### src/rtl/sha3_padder_pkg.sv
// sha3_pkg: mode/state encodings, rate lookup and padding byte constants for sha3_padder
package sha3_pkg;
  typedef enum logic [1:0] {SHA3_224, SHA3_256, SHA3_384, SHA3_512} mode_e;
  typedef enum logic [1:0] {FILL, PAD, EMIT} state_e;
  localparam logic [7:0] DOM_SHA3  = 8'h06;
  localparam logic [7:0] DOM_SHAKE = 8'h1F;
  localparam logic [7:0] PAD_END   = 8'h80;
  localparam logic [4:0] SHAKE_R   = 5'd17;
  function automatic logic [4:0] rate_words(mode_e m);
    return m == SHA3_224 ? 5'd18 : m == SHA3_256 ? 5'd17 : m == SHA3_384 ? 5'd13 : 5'd9;
  endfunction
endpackage

### src/rtl/sha3_padder_if.sv
// sha3_padder_if: message word stream in, padded rate block stream out
interface sha3_padder_if #(
  parameter int BLK_W  = 1152,
  parameter int WORD_W = 64,
  parameter int CNT_W  = 8
);
  logic              in_valid;
  logic              in_ready;
  logic [WORD_W-1:0] in_data;
  logic              in_last;
  logic [3:0]        in_bytes;
  logic              blk_valid;
  logic              blk_ready;
  logic [BLK_W-1:0]  blk_data;
  logic              blk_last;
  logic [CNT_W-1:0]  blk_idx;
  modport master (
    output in_valid, in_data, in_last, in_bytes, blk_ready,
    input  in_ready, blk_valid, blk_data, blk_last, blk_idx
  );
  modport slave (
    input  in_valid, in_data, in_last, in_bytes, blk_ready,
    output in_ready, blk_valid, blk_data, blk_last, blk_idx
  );
endinterface

### src/rtl/sha3_pad_mask.sv
// sha3_pad_mask: byte-enable mask for the current word and domain/end padding overlay for the block
module sha3_pad_mask import sha3_pkg::*; #(
  parameter int BLK_W  = 1152,
  parameter int WORD_W = 64
) (
  input  logic [4:0]        ptr,
  input  logic [3:0]        bytes,
  input  logic              last,
  input  logic [4:0]        r,
  input  logic [7:0]        dom,
  output logic [WORD_W-1:0] mask,
  output logic [BLK_W-1:0]  overlay,
  output logic              pad
);
  logic [3:0] nb;
  logic [7:0] dom_off;
  logic [7:0] end_off;
  always_comb begin
    nb = !last || bytes > 4'd8 ? 4'd8 : bytes;
    // a full last word that closes the block defers padding to a separate block
    pad = last && !(nb == 4'd8 && ptr == r - 5'd1);
    dom_off = {ptr, 3'b0} + {4'b0, nb};
    end_off = {r, 3'b0} - 8'd1;
    mask = ~({WORD_W{1'b1}} >> {nb, 3'b0});
    overlay = pad ? ({dom, {BLK_W-8{1'b0}}} >> {dom_off, 3'b0}) | ({PAD_END, {BLK_W-8{1'b0}}} >> {end_off, 3'b0}) : '0;
  end
endmodule

### src/rtl/sha3_padder.sv
// sha3_padder: packs 64-bit message words into SHA3 rate blocks with domain/end padding.
// Optional SHAKE256 domain (port shake) when SHA3_PADDER_SHAKE_EN is defined.
module sha3_padder import sha3_pkg::*; #(
  parameter int BLK_W  = 1152,
  parameter int WORD_W = 64,
  parameter int CNT_W  = 8
) (
  input  logic       clk,
  input  logic       reset_n,
  input  logic [1:0] mode,
`ifdef SHA3_PADDER_SHAKE_EN
  input  logic       shake,
`endif
  sha3_padder_if.slave bus
);
  state_e            state, state_n;
  mode_e             mode_q, m_eff;
  logic [4:0]        ptr, r, ptr_m;
  logic [7:0]        dom;
  logic [3:0]        bytes_m;
  logic              first, acc, done, pad, pad_pending, last_m, blk_last;
  logic [WORD_W-1:0] mask;
  logic [BLK_W-1:0]  overlay, placed, blk;
  logic [CNT_W-1:0]  idx;
`ifdef SHA3_PADDER_SHAKE_EN
  logic              shake_q, sh;
`endif
  // the first word of a message uses the live mode, later words the latched one
  always_comb begin
    first = state == FILL && ptr == '0 && idx == '0;
    m_eff = first ? mode_e'(mode) : mode_q;
`ifdef SHA3_PADDER_SHAKE_EN
    sh = first ? shake : shake_q;
    r = sh ? SHAKE_R : rate_words(m_eff);
    dom = sh ? DOM_SHAKE : DOM_SHA3;
`else
    r = rate_words(m_eff);
    dom = DOM_SHA3;
`endif
    acc = state == FILL && bus.in_valid;
    done = acc && (bus.in_last || ptr == r - 5'd1);
    ptr_m = state == PAD ? '0 : ptr;
    bytes_m = state == PAD ? '0 : bus.in_bytes;
    last_m = state == PAD || bus.in_last;
    placed = {bus.in_data & mask, {BLK_W-WORD_W{1'b0}}} >> {ptr, 6'b0};
  end
  sha3_pad_mask #(.BLK_W(BLK_W), .WORD_W(WORD_W)) u_mask (
    .ptr(ptr_m), .bytes(bytes_m), .last(last_m), .r(r), .dom(dom),
    .mask(mask), .overlay(overlay), .pad(pad)
  );
  always_ff @(posedge clk or negedge reset_n)
    if (!reset_n) state <= FILL;
    else state <= state_n;
  always_comb
    state_n = state == FILL ? (done ? EMIT : FILL) :
              state == PAD  ? EMIT :
              bus.blk_ready ? (pad_pending ? PAD : FILL) : EMIT;
  always_comb begin
    bus.in_ready = state == FILL;
    bus.blk_valid = state == EMIT;
    bus.blk_data = blk;
    bus.blk_last = blk_last;
    bus.blk_idx = idx;
  end
  always_ff @(posedge clk or negedge reset_n) begin
    if (!reset_n) begin
      blk <= '0;
      ptr <= '0;
      idx <= '0;
      blk_last <= 1'b0;
      pad_pending <= 1'b0;
      mode_q <= SHA3_224;
`ifdef SHA3_PADDER_SHAKE_EN
      shake_q <= 1'b0;
`endif
    end else if (acc) begin
      blk <= blk | placed | overlay;
      ptr <= done ? '0 : ptr + 5'd1;
      if (first) begin
        mode_q <= mode_e'(mode);
`ifdef SHA3_PADDER_SHAKE_EN
        shake_q <= shake;
`endif
      end
      if (done) begin
        blk_last <= pad;
        pad_pending <= bus.in_last && !pad;
      end
    end else if (state == PAD) begin
      blk <= overlay;
      blk_last <= 1'b1;
      pad_pending <= 1'b0;
    end else if (state == EMIT && bus.blk_ready) begin
      blk <= '0;
      blk_last <= 1'b0;
      idx <= blk_last ? '0 : idx + CNT_W'(1);
    end
  end
endmodule
### src/flat_wrapper.sv
// flat-port wrapper written by rule: the top's interface ports become plain ports
module sha3_padder_flat import sha3_pkg::*;
#(
  parameter int BLK_W  = 1152,
  parameter int WORD_W = 64,
  parameter int CNT_W  = 8
)
  (clk, reset_n, mode, bus_in_valid, bus_in_data, bus_in_last, bus_in_bytes, bus_blk_ready, bus_in_ready, bus_blk_valid, bus_blk_data, bus_blk_last, bus_blk_idx);
  sha3_padder_if #(.BLK_W(BLK_W), .WORD_W(WORD_W), .CNT_W(CNT_W)) bus_i ();
  input  logic clk;
  input  logic reset_n;
  input  logic [1:0] mode;
  input wire logic [$bits(bus_i.in_valid)-1:0] bus_in_valid;
  input wire logic [$bits(bus_i.in_data)-1:0] bus_in_data;
  input wire logic [$bits(bus_i.in_last)-1:0] bus_in_last;
  input wire logic [$bits(bus_i.in_bytes)-1:0] bus_in_bytes;
  input wire logic [$bits(bus_i.blk_ready)-1:0] bus_blk_ready;
  output wire logic [$bits(bus_i.in_ready)-1:0] bus_in_ready;
  output wire logic [$bits(bus_i.blk_valid)-1:0] bus_blk_valid;
  output wire logic [$bits(bus_i.blk_data)-1:0] bus_blk_data;
  output wire logic [$bits(bus_i.blk_last)-1:0] bus_blk_last;
  output wire logic [$bits(bus_i.blk_idx)-1:0] bus_blk_idx;
  assign bus_i.in_valid = bus_in_valid;
  assign bus_i.in_data = bus_in_data;
  assign bus_i.in_last = bus_in_last;
  assign bus_i.in_bytes = bus_in_bytes;
  assign bus_i.blk_ready = bus_blk_ready;
  assign bus_in_ready = bus_i.in_ready;
  assign bus_blk_valid = bus_i.blk_valid;
  assign bus_blk_data = bus_i.blk_data;
  assign bus_blk_last = bus_i.blk_last;
  assign bus_blk_idx = bus_i.blk_idx;
  sha3_padder #(.BLK_W(BLK_W), .WORD_W(WORD_W), .CNT_W(CNT_W)) u_core (.clk(clk), .reset_n(reset_n), .mode(mode), .bus(bus_i));
endmodule
### config.mk
export PLATFORM = sky130hd
export DESIGN_NAME = sha3_padder_flat
export DESIGN_NICKNAME = d
export VERILOG_FILES = /design/src/rtl/sha3_padder_pkg.sv /design/src/rtl/sha3_padder_if.sv /design/src/rtl/sha3_pad_mask.sv /design/src/rtl/sha3_padder.sv /design/src/flat_wrapper.sv
export SDC_FILE = /design/constraint.sdc
export NUM_CORES = 2
export LEC_CHECK = 0
export CAP_MARGIN = 20
export CORE_AREA = 5 5 485 487
export DETAILED_ROUTE_END_ITERATION = 10
export DIE_AREA = 0 0 490 492
export MAX_ROUTING_LAYER = met4
export SLEW_MARGIN = 40
export SYNTH_ARGS = -nofsm -noshare
export SYNTH_HDL_FRONTEND = slang
export SYNTH_SLANG_ARGS = --single-unit
export TNS_END_PERCENT = 50
### constraint.sdc
create_clock -name clk -period 8.35 [get_ports clk]
set_clock_uncertainty 0.2 [all_clocks]
set_input_delay 1.2525 -clock clk [delete_from_list [all_inputs] [get_ports clk]]
set_output_delay 1.2525 -clock clk [all_outputs]
set_load 0.05 [all_outputs]
==> reports/metrics.yaml <==
status: "complete, no violations"
synth.distinct_cells: 74
row_count: 177
hold_viol_final: 0
min_period_over_period: 0.616
wirelength_um: 244000
cts_tree: "done"
cts_resized: 0
grt.overflow.total: 0
path_class: "primary input to flip-flop"
dp_cells: 8270
design_area_um2: 65500
synthArstFlopShare: 1.00
worstMarginPinSlew_ps: 1020
syn-num-nets: 4322
clockBufferDepth: 3
synth_area_um2: 44400
final_common_cell: "clkdlybuf4s50_1"
core_area_um2: 231000
peakVddDrop_uv: 208
worstPathRequired_ps: 8870
die_w_um: 490
max_slew_margin: 0.320
drv_slew: 0
hpwlAfterDp_um: 175000
dieHeight_um: 492
cp_max_fo: 19
dieArea_um2: 241000
p_leak_nw: 27.6
cts.sinks: 1171
cts.clk_slew.worst_paths_ps: 70
rr_worst_depth: 13
clock_latency_ps: 780
setup_violations: 0
period_needed_ps: 5140
fin_nets: 5449
ys_ff_latch: 1171
cts_root_buf: "clkbuf_16"
drtAntennaViolNets: 0
synth-edff-count: 0
grt_pass1_vias: 39654
rr_endpoint: "u_core.bus.blk_data[186]$_DFFE_PN0P_"
clock.fmax_mhz: 194
ys.flop_type: "dfrtp_1"
cts_buffers: 135
io_pins: 1238
layout_setup_ws_ps: 3210
synth_top_area_cell: "dfrtp_1"
power_density_nw_per_um2: 337
routed_via_density: 4.72
hold_path_class: "primary input to asynchronous set/reset pin"
fin_tns_setup_ps: 0
h-tree-depth: 4
grt_antenna_before_repair: 67
vias: 40490
final_cells: 8570
grt_max_degree: 187
syn_avg_cell_area_um2: 10.5
cts_setup_buffers: 0
hold_slack_ps: 116
r2r_start: "u_core.state[0]$_DFF_PN0_"
final_cell_mix: "clkdlybuf4s50_1 (1224), dfrtp_1 (1170), nand2_1 (1004)"
post-place-ws_ps: 2040
dpl_cell_area_um2: 60500
drt_iter0_markers: 4637
critPathArrivalTime_ps: 5660
portBuffers: 1237
fillerInstances: 23964
area_delta_synth_final_pct: 47.5
yosysTopAreaCellShare: 0.660
start_kind: "primary input"
yosys_warnings: 0
hold_buffers: 0
cp-end-kind: "flip-flop"
layout-drive-gt1-share: 0.0862
cap_violations: 0
dr.pass1.iters: 6
gp_congestion: 0.912
cp-startpoint: "bus_in_last"
wl_per_cell_um: 28.4
grt_first_pass_wirelength_um: 331000
initial_core_util: 0.192
rsz0062_at_grt: "false"
r2r_setup_slack_ps: 3920
yosysSeqAreaShare: 0.660
grt_use_total: 0.199
drc: 0
synth_area_leaders: "dfrtp_1 (66%), o21ai_0 (11%), nand2_1 (8.9%)"
synthCells: 4241
-- report_power, final --
part	total [mW]	leakage [nW]	switching (mW)	internal, mW
sequential	7.30	16.1	0.707	6.60
combinational	8.46	9.09	6.27	2.18
clock	6.30	2.33	2.69	3.61
-- final cells by class --
cell class | count | area (µm²) | share of cell area
Antenna cell | 50 | 125 | 0.00191
Clock buffer | 182 | 3820 | 0.0584
Clock inverter | 64 | 958 | 0.0146
Inverter | 10 | 37.5 | 0.000573
Multi-Input combinational cell | 2703 | 14000 | 0.213
Sequential cell | 1171 | 29300 | 0.448
Tap cell | 3043 | 3810 | 0.0581
Timing Repair Buffer | 1347 | 13500 | 0.206
-- worst max-delay path: stages --
cell and delay [ps]:
clkdlybuf4s50_1 950, nor2b_2 600, nor2_2 40, buf_4 250, ha_1 260, ha_1 280
nand3_1 160, xnor2_1 170, nor3_2 210, buf_4 320, nand2_1 350, nor2_2 550
a31o_2 230
-- registers in the layout (all words and copies together), names as in the netlist --
signal	count
u_core.bus.blk_data	1152
u_core.bus.blk_idx	8
u_core.bus.blk_last	1
u_core.mode_q	2
u_core.pad_pending	1
u_core.ptr	5
u_core.state	2
-- cell usage after synthesis (8+ instances only) --
| master | number |
|---|---|
| and2_1 | 14 |
| o32ai_1 | 8 |
| nor2b_1 | 9 |
| o21ai_0 | 964 |
| a21oi_1 | 43 |
| buf_2 | 39 |
| nor3_1 | 37 |
| dfrtp_1 | 1171 |
| a22o_1 | 45 |
| o22ai_1 | 42 |
| a32oi_1 | 8 |
| clkbuf_1 | 303 |
| nor2_1 | 120 |
| a22oi_1 | 23 |
| o21ai_1 | 8 |
| a31oi_1 | 13 |
| nand2_1 | 1050 |
| nand2b_1 | 9 |
| a221o_1 | 125 |
| buf_4 | 8 |
| o221ai_1 | 20 |
| nand3_1 | 45 |
| and3_1 | 10 |
| a31o_2 | 17 |
| inv_1 | 8 |
-- logic make-up after synthesis --
| family | count (synthesis) | share of synthesized area |
|---|---|---|
| AOI/OAI and AO/OA | 1354 | 0.181 |
| and+or+nand+nor | 1332 | 0.121 |
| DFF | 1171 | 0.660 |
| buffers and inverters | 367 | 0.0331 |
| muxes | 6 | 0.00149 |
| adders and majority gates | 6 | 0.00169 |
| xor gates and xnor gates | 5 | 0.00116 |
-- worst max path at each step --
stage | endpoint | slack (ps)
final | u_core.bus.blk_data[186]$_DFFE_PN0P_ | 3210
after global routing | u_core.bus.blk_data[641]$_DFFE_PN0P_ | 3130
after CTS | u_core.bus.blk_data[186]$_DFFE_PN0P_ | 2940
after detailed placement | u_core.bus.blk_data[506]$_DFFE_PN0P_ | 2040
after global placement | u_core.bus.blk_data[506]$_DFFE_PN0P_ | 2300
after floorplan | u_core.bus.blk_data[441]$_DFFE_PN0P_ | 4420
-- layer usage --
layer	vias to the layer above	track usage	share of wire
met5	-	-	0
met4	0	0.0791	0.043
met3	435	0.0847	0.12
met2	2517	0.280	0.42
met1	20612	0.251	0.42
li1	16926	-	-
-- through the flow --
step / power [mW] / util
after floorplan: 12.2 / -
after global placement: 15.7 / 0.261
after detailed placement: 15.8 / 0.262
after CTS: 22.2 / 0.282
after global routing: 22.8 / 0.283
final: 22.1 / 0.283
(Power assumes the default switching activity.)
